### config.mk
export PLATFORM = sky130hd
export DESIGN_NAME = muldiv_sequencer_flat
export DESIGN_NICKNAME = d
export VERILOG_FILES = /design/src/rtl/muldiv_sequencer_if.sv /design/src/rtl/muldiv_sequencer.sv /design/src/flat_wrapper.sv
export SDC_FILE = /design/constraint.sdc
export NUM_CORES = 1
export LEC_CHECK = 0
export ABC_CLOCK_PERIOD_IN_PS = 8700
export BUFFER_PORTS_ARGS = -buffer_cell sky130_fd_sc_hd__clkbuf_2
export CAP_MARGIN = 0
export CELL_PAD_IN_SITES_DETAIL_PLACEMENT = 1
export CELL_PAD_IN_SITES_GLOBAL_PLACEMENT = 2
export CORE_ASPECT_RATIO = 0.9
export CORE_MARGIN = 8
export CORE_UTILIZATION = 40
export CTS_BUF_LIST = sky130_fd_sc_hd__clkbuf_2 sky130_fd_sc_hd__clkbuf_4 sky130_fd_sc_hd__clkbuf_8
export DETAILED_ROUTE_END_ITERATION = 10
export PLACE_DENSITY_LB_ADDON = 0.1
export SLEW_MARGIN = 20
export SYNTH_ARGS = -nofsm -noshare
export SYNTH_HDL_FRONTEND = slang
export SYNTH_SLANG_ARGS = --single-unit
### constraint.sdc
create_clock -name clk -period 8.7 [get_ports clk]
set_clock_uncertainty 0.05 [all_clocks]
set_input_delay 1.74 -clock clk [delete_from_list [all_inputs] [get_ports clk]]
set_output_delay 1.74 -clock clk [all_outputs]
set_load 0.01 [all_outputs]
### src/rtl/muldiv_sequencer_if.sv
`default_nettype none
// ============================================================================
// Module   : muldiv_sequencer_if
// Purpose  : Execute-stage bus between the pipeline and the HI/LO engine.
// Revision : 1.0 - initial release
// ============================================================================
interface muldiv_sequencer_if #(
  parameter int WIDTH = 32
);
  logic             start;
  logic             mult;
  logic             div;
  logic             isUnsigned;
  logic [WIDTH-1:0] opA;
  logic [WIDTH-1:0] opB;
  logic             hiWrite;
  logic             loWrite;
  logic [WIDTH-1:0] wData;
  logic             readHi;
  logic             readLo;
  logic             cancel;
  logic [WIDTH-1:0] rData;
  logic             busy;
  logic             stall;
  logic [WIDTH-1:0] hi;
  logic [WIDTH-1:0] lo;

  modport master (
    output start, mult, div, isUnsigned, opA, opB,
    output hiWrite, loWrite, wData, readHi, readLo, cancel,
    input  rData, busy, stall, hi, lo
  );

  modport slave (
    input  start, mult, div, isUnsigned, opA, opB,
    input  hiWrite, loWrite, wData, readHi, readLo, cancel,
    output rData, busy, stall, hi, lo
  );
endinterface
`default_nettype wire

### src/rtl/muldiv_sequencer.sv
`default_nettype none
// ============================================================================
// Module   : muldiv_sequencer
// Purpose  : Iterative 32-step shift-add multiply / restoring divide owning HI/LO.
// Revision : 1.0 - initial release
// ============================================================================
module muldiv_sequencer #(
  parameter int WIDTH = 32
) (
  input  logic               clk,
  input  logic               rstN,
  muldiv_sequencer_if.slave  bus
);

  localparam int            CW     = $clog2(WIDTH);
  localparam logic [CW-1:0] C_LAST = CW'(WIDTH - 1);

  typedef enum logic [1:0] {
    S_IDLE = 2'd0,
    S_RUN  = 2'd1,
    S_FIX  = 2'd2
  } state_t;

  state_t             r_state;
  state_t             w_next;
  logic [CW-1:0]      r_cnt;
  logic               r_isDiv;
  logic               r_negRes;
  logic               r_negRem;
  logic               r_divZero;
  logic [WIDTH-1:0]   r_hi;
  logic [WIDTH-1:0]   r_lo;
  logic [WIDTH-1:0]   r_rawA;
  logic [WIDTH-1:0]   r_mcand;
  logic [WIDTH-1:0]   r_divisor;
  logic [WIDTH-1:0]   r_quo;
  logic [WIDTH-1:0]   r_rem;
  logic [2*WIDTH-1:0] r_prod;

  logic               w_busy;
  logic               w_accept;
  logic               w_signA;
  logic               w_signB;
  logic [WIDTH-1:0]   w_absA;
  logic [WIDTH-1:0]   w_absB;
  logic [WIDTH:0]     w_mulSum;
  logic [2*WIDTH-1:0] w_mulNext;
  logic [WIDTH:0]     w_shift;
  logic [WIDTH:0]     w_diff;
  logic               w_ge;
  logic [2*WIDTH-1:0] w_prodFix;
  logic [WIDTH-1:0]   w_quoFix;
  logic [WIDTH-1:0]   w_remFix;

  assign w_busy   = (r_state != S_IDLE);
  assign w_accept = (r_state == S_IDLE) && bus.start && !bus.cancel && (bus.mult ^ bus.div);

  assign w_signA = !bus.isUnsigned && bus.opA[WIDTH-1];
  assign w_signB = !bus.isUnsigned && bus.opB[WIDTH-1];
  assign w_absA  = w_signA ? -bus.opA : bus.opA;
  assign w_absB  = w_signB ? -bus.opB : bus.opB;

  // Product register: upper half accumulates, lower half holds the unconsumed multiplier bits.
  assign w_mulSum  = {1'b0, r_prod[2*WIDTH-1:WIDTH]} + (r_prod[0] ? {1'b0, r_mcand} : '0);
  assign w_mulNext = {w_mulSum, r_prod[WIDTH-1:1]};

  // Remainder stays below the divisor, so the 33-bit difference never overflows its sign bit.
  assign w_shift = {r_rem, r_quo[WIDTH-1]};
  assign w_diff  = w_shift - {1'b0, r_divisor};
  assign w_ge    = !w_diff[WIDTH];

  assign w_prodFix = r_negRes ? -r_prod : r_prod;
  assign w_quoFix  = r_negRes ? -r_quo  : r_quo;
  assign w_remFix  = r_negRem ? -r_rem  : r_rem;

  always_ff @(posedge clk or negedge rstN) begin
    if (!rstN) begin
      r_state <= S_IDLE;
    end else begin
      r_state <= w_next;
    end
  end

  always_comb begin
    w_next = r_state;
    case (r_state)
      S_IDLE:  if (w_accept) w_next = S_RUN;
      S_RUN: begin
        if (bus.cancel)           w_next = S_IDLE;
        else if (r_cnt == C_LAST) w_next = S_FIX;
      end
      S_FIX:   w_next = S_IDLE;
      default: w_next = S_IDLE;
    endcase
  end

  always_ff @(posedge clk or negedge rstN) begin
    if (!rstN) begin
      r_cnt     <= '0;
      r_isDiv   <= 1'b0;
      r_negRes  <= 1'b0;
      r_negRem  <= 1'b0;
      r_divZero <= 1'b0;
      r_hi      <= '0;
      r_lo      <= '0;
      r_rawA    <= '0;
      r_mcand   <= '0;
      r_divisor <= '0;
      r_quo     <= '0;
      r_rem     <= '0;
      r_prod    <= '0;
    end else begin
      case (r_state)
        S_IDLE: begin
          if (w_accept) begin
            r_cnt     <= '0;
            r_isDiv   <= bus.div;
            r_negRes  <= w_signA ^ w_signB;
            r_negRem  <= w_signA;
            r_divZero <= bus.div && (bus.opB == '0);
            r_rawA    <= bus.opA;
            r_mcand   <= w_absA;
            r_divisor <= w_absB;
            r_prod    <= {{WIDTH{1'b0}}, w_absB};
            r_quo     <= w_absA;
            r_rem     <= '0;
          end else if (!bus.cancel) begin
            if (bus.hiWrite) r_hi <= bus.wData;
            if (bus.loWrite) r_lo <= bus.wData;
          end
        end
        S_RUN: begin
          if (bus.cancel) begin
            r_cnt <= '0;
          end else begin
            r_cnt <= r_cnt + 1'b1;
            if (r_isDiv) begin
              r_rem <= w_ge ? w_diff[WIDTH-1:0] : w_shift[WIDTH-1:0];
              r_quo <= {r_quo[WIDTH-2:0], w_ge};
            end else begin
              r_prod <= w_mulNext;
            end
          end
        end
        S_FIX: begin
          if (!bus.cancel) begin
            if (!r_isDiv) begin
              r_hi <= w_prodFix[2*WIDTH-1:WIDTH];
              r_lo <= w_prodFix[WIDTH-1:0];
            end else if (r_divZero) begin
              r_hi <= r_rawA;
              r_lo <= '1;
            end else begin
              r_hi <= w_remFix;
              r_lo <= w_quoFix;
            end
          end
        end
        default: ;
      endcase
    end
  end

  assign bus.busy  = w_busy;
  assign bus.stall = w_busy & (bus.start | bus.readHi | bus.readLo | bus.hiWrite | bus.loWrite);
  assign bus.rData = bus.readHi ? r_hi : r_lo;
  assign bus.hi    = r_hi;
  assign bus.lo    = r_lo;

endmodule
`default_nettype wire

### src/flat_wrapper.sv
// flat-port wrapper written by rule: the top's interface ports become plain ports
module muldiv_sequencer_flat 
#(
  parameter int WIDTH = 32
)
  (clk, rstN, bus_start, bus_mult, bus_div, bus_isUnsigned, bus_opA, bus_opB, bus_hiWrite, bus_loWrite, bus_wData, bus_readHi, bus_readLo, bus_cancel, bus_rData, bus_busy, bus_stall, bus_hi, bus_lo);
  muldiv_sequencer_if #(.WIDTH(WIDTH)) bus_i ();
  input  logic clk;
  input  logic rstN;
  input wire logic [$bits(bus_i.start)-1:0] bus_start;
  input wire logic [$bits(bus_i.mult)-1:0] bus_mult;
  input wire logic [$bits(bus_i.div)-1:0] bus_div;
  input wire logic [$bits(bus_i.isUnsigned)-1:0] bus_isUnsigned;
  input wire logic [$bits(bus_i.opA)-1:0] bus_opA;
  input wire logic [$bits(bus_i.opB)-1:0] bus_opB;
  input wire logic [$bits(bus_i.hiWrite)-1:0] bus_hiWrite;
  input wire logic [$bits(bus_i.loWrite)-1:0] bus_loWrite;
  input wire logic [$bits(bus_i.wData)-1:0] bus_wData;
  input wire logic [$bits(bus_i.readHi)-1:0] bus_readHi;
  input wire logic [$bits(bus_i.readLo)-1:0] bus_readLo;
  input wire logic [$bits(bus_i.cancel)-1:0] bus_cancel;
  output wire logic [$bits(bus_i.rData)-1:0] bus_rData;
  output wire logic [$bits(bus_i.busy)-1:0] bus_busy;
  output wire logic [$bits(bus_i.stall)-1:0] bus_stall;
  output wire logic [$bits(bus_i.hi)-1:0] bus_hi;
  output wire logic [$bits(bus_i.lo)-1:0] bus_lo;
  assign bus_i.start = bus_start;
  assign bus_i.mult = bus_mult;
  assign bus_i.div = bus_div;
  assign bus_i.isUnsigned = bus_isUnsigned;
  assign bus_i.opA = bus_opA;
  assign bus_i.opB = bus_opB;
  assign bus_i.hiWrite = bus_hiWrite;
  assign bus_i.loWrite = bus_loWrite;
  assign bus_i.wData = bus_wData;
  assign bus_i.readHi = bus_readHi;
  assign bus_i.readLo = bus_readLo;
  assign bus_i.cancel = bus_cancel;
  assign bus_rData = bus_i.rData;
  assign bus_busy = bus_i.busy;
  assign bus_stall = bus_i.stall;
  assign bus_hi = bus_i.hi;
  assign bus_lo = bus_i.lo;
  muldiv_sequencer #(.WIDTH(WIDTH)) u_core (.clk(clk), .rstN(rstN), .bus(bus_i));
endmodule
# == Yosys cells after proc, flatten, opt, wreduce, memory -nomap -nowiden ==
# Index checks and enable logic that the tools add are counted.
# totals
memories,0
mem_bits_ro,0
mem_bits_rw,0
out_inout_bits,98
latch_bits,0
regBits,299
inputBits,107
word_cells,104
# op_classes
div_mod_pow,0
bitwise,7
mul,0
add_sub_neg,8
magnitude_cmp,0
n_shift,0
n_eq_ne,13
reduce_logical,21
mux,41
# ops
operator,n
32-bit 2-to-1 mux,25
64-bit 2-to-1 mux,4
32-bit one-hot mux with 2 select lines,4
32-bit negation,4
64-bit one-hot mux with 2 select lines,1
64-bit negation,1
32-bit by 33-bit adder with 33-bit output,1
33-bit by 32-bit subtractor with 33-bit output,1
32-bit zero test,1
2-bit inequality test (second input constant),7
5-bit 2-to-1 mux,2
5-bit one-hot mux with 2 select lines,1
5-bit AND reduction,2
4-bit AND reduction,2
1-bit logical AND,6
2-bit 2-to-1 mux,3
2-bit AND reduction,3
2-bit nonzero test,3
5-bit by 1-bit adder with 5-bit output (second input constant),1
5-bit equality test (second input constant),1
2-bit by 1-bit inequality test with 1-bit output (second input constant),2
1-bit bitwise OR,4
2-bit one-hot mux with 2 select lines,1
1-bit zero test,3
6 further kinds,7

# == Logic depth before layout (Yosys ltp) ==
# depth
depth_word,6
mapped_depth,14
ltp_nobuf,14

# == Worst setup path before layout ==
# No wires, ideal clock.
# synth_timing
path_kind,input port to output port
start,in bus_readHi
end,out bus_rData[10]
arrival_time_ns,2.685
slack_ns,4.225
n_path_buf,2
path_stages,3
t_required_ns,6.910
cell_sequence,clkbuf_1 -> clkbuf_1 -> mux2_2
# synth_via
elab_chain_cells,1
# synth_lines
item,line,text
start: declaration,flat_wrapper.sv:19,input wire logic [$bits(bus_i.readHi)-1:0] bus_readHi;
32-bit 2-to-1 mux,muldiv_sequencer.sv:166,assign bus.rData = bus.readHi ? r_hi : r_lo;
end: declaration,flat_wrapper.sv:22,output wire logic [$bits(bus_i.rData)-1:0] bus_rData;
# Every way passes these cells.

# == Worst setup path after layout ==
# layout_timing
start,in bus_readHi
end,out bus_rData[5]
# The elaborated chain is that of the path after synthesis.

==> run metrics <==
status=finished, final reports clean; most instantiated cells after synthesis=434 x nand2_1, 306 x o21ai_0, 298 x dfrtp_1; hold_buf cts=0; final slew viol count=0; first-pass GRT wire length=124 mm; core area=0.0505 mm²; Reg area=0.00746 mm²; area taken by multi-input logic gates=0.0122 mm²; syn_nets=2,692; post-synth top area share=36.5%; Die H=230 µm; initial antenna violation count=3; Crit Path Class=primary input to primary output; # DRC=0; Avg WL per Cell=23.7 µm; Fin. Hold Viols=0; CTS root buf=clkbuf_8; Max IR drop VDD=0.192 mV; Worst Path Arrival=3.04 ns; minimum clock period=4.83 ns; Final TNS setup=0 ns; WHS=0.424 ns; Syn Area/Cell=8.14 µm²; Max Root-Sink Buffers=3; CTS tree=yes; Post-CTS Resized=0; Synth area leader=dfrtp_1; Post-DP HPWL=60.1 mm; Clock Latency Late Sink=0.67 ns; Post-Syn Instances=2,512; number of buffers created by CTS=56; Filler cells=6,130; DR vias/cell=5.78; FFs w/ async S/R, synth=100%; highest net fanout along the worst path=33; Final setup viols=0; Hold Path Class=register to register; Critical Path End Type=primary output; H-Tree Depth=2; port buffer count=204; P_leak=0.0103 µW; Post-CTS Setup Bufs=0; EDFF count, synth=0; final wirelength=80.1 mm; antenna viol nets, final=0; Critical Path Source Type=primary input; Max Fclk=207 MHz; Nets=2,835; post-synthesis sequential element count=298; count of cell types in the netlist=72; IO Count=205; prevailing post-synth register cell=dfrtp_1; DRT iter0 DRCs=1,134; Pwr Total=6010 µW; GPL Wtd Cong=0.888; clock sinks=298; Synth-to-Final Area Change=14.3%; warnings from Yosys=0; vias in the first global route=20,518; PD cells=257 mW/mm²; clock-pin slew on the worst setup and hold paths=0.05 ns; Seq/Total Area, Yosys=36.5%; largest net degree at the start of global routing=114; Post-Synthesis Cell Area=0.0204 mm²; via count=19,547; RSZ-0062 raised after global routing=no; largest cells by area after synthesis=dfrtp_1 36%, nand2_1 8.0%, o21ai_0 7.5%, xnor2_1 6.3%, ha_1 4.3%; initial core utilization=40.5%; Final Cycle Share=55.6%; # Max-Cap Violations=0; die width=254 µm; share of layout cells above drive strength 1=15.4%; worst path required time=6.91 ns; total gr overflow=0; Die ar.=0.0586 mm²; global-route total usage across every layer=27.1%; Pre-antenna DRT Iters=5; most common cell in the netlist=nand2_1; FP Rows=78; Slew @ Worst Pin=1.11 ns; max_slew headroom=25.1%
## final timing paths
check	from	end	slack, ns	cells after the start
worst max register to register	u_core.r_prod[27]$_DFFE_PN0P_	u_core.bus.hi[27]$_DFFE_PN0P_	4.37	10
worst min-delay path	u_core.r_mcand[21]$_DFFE_PN0P_	u_core.r_mcand[21]$_DFFE_PN0P_	0.42	2
worst min register to register	u_core.r_mcand[21]$_DFFE_PN0P_	u_core.r_mcand[21]$_DFFE_PN0P_	0.42	2
min in group asynchronous	rstN	u_core.r_rem[28]$_DFFE_PN0P_	1.08	1
max in group asynchronous	rstN	u_core.r_divZero$_DFFE_PN0P_	6.04	2
worst max-delay path	bus_readHi	bus_rData[5]	3.87	3
## critical path, stage by stage
cell and delay (ns):
clkbuf_2 0.73, mux2_2 0.42, clkbuf_2 0.13
## routing by layer
layer | vias up | wire, µm | GRT usage, %
met2 | 482 | 37500 | 43.9
met4 | 4 | 3030 | 10.7
met5 | - | 24 | 0
met3 | 133 | 3990 | 4.05
li1 | 9192 | - | -
met1 | 9736 | 35600 | 36.0
## kinds of logic after synthesis
| logic type | synth area share, % |
|---|---|
| XOR/XNOR | 9.89 |
| adder cells (fa/ha/maj) | 4.54 |
| AND/OR/NAND/NOR | 18.9 |
| flip-flops | 36.5 |
| multiplexers | 2.66 |
| AO/OA/AOI/OAI | 23.4 |
| buffers and inverters | 4.14 |
## layout by cell type, fill, tap and decap left out, types with 9 or more instances in the layout
cell      count
o22ai_1      16
mux2_2       34
o41ai_1      20
or2_2         9
a21oi_1     175
a22oi_1      29
clkbuf_4     21
and2_1       37
nor3_1       27
nor2_1      168
clkbuf_2    203
buf_4        31
mux2i_1      16
xnor2_1     147
nor4_1       11
nand4_1      11
nand2_1     433
xor2_1       84
clkbuf_8     74
a31oi_1      39
or4_1        28
o211ai_1     17
ha_1         71
or3_1        24
nand3_1      29
o21ai_0     305
nand2b_1     20
o31ai_1      45
a21o_1       20
dfrtp_1     295
o21a_1        9
inv_1        74
o221ai_1     41
## state kept, by name, summed over array words and instances, names as in the netlist
| signal | cells |
|---|---|
| u_core.r_negRes | 1 |
| u_core.r_rawA | 31 |
| u_core.r_prod | 64 |
| u_core.r_divZero | 1 |
| u_core.r_isDiv | 1 |
| u_core.r_mcand | 32 |
| u_core.r_negRem | 1 |
| u_core.bus.lo | 32 |
| u_core.bus.hi | 32 |
| u_core.r_state | 2 |
| u_core.r_rem | 32 |
| u_core.r_divisor | 32 |
| u_core.r_quo | 32 |
| u_core.r_cnt | 5 |
## layout make-up
cell class / instances / area share, %
multi-input combinational: 1989 / 52.3
sequential: 298 / 31.9
timing repair buffer: 236 / 5.53
clock buffer: 95 / 5.03
tap: 680 / 3.64
inverter: 74 / 1.19
clock inverter: 7 / 0.380
antenna: 1 / 0.0107
## where the power goes
part           switching [µW]  internal (µW)  leakage (µW)
Sequential                435           1730       0.00375
Clock                     665            904      0.000677
Combinational            1400            871       0.00587
## through the flow
step,setup WS [ns],std cells,utilization (%),instance area (µm²)
floorplan,4.22,2512,-,20400
global placement,3.92,3276,43.7,22100
detailed placement,3.82,3277,43.8,22100
CTS,3.87,3379,46.3,23400
global route,3.82,3380,46.3,23400
finish,3.87,3380,46.3,23400
Note: power is estimated with default switching activity, not from simulation.
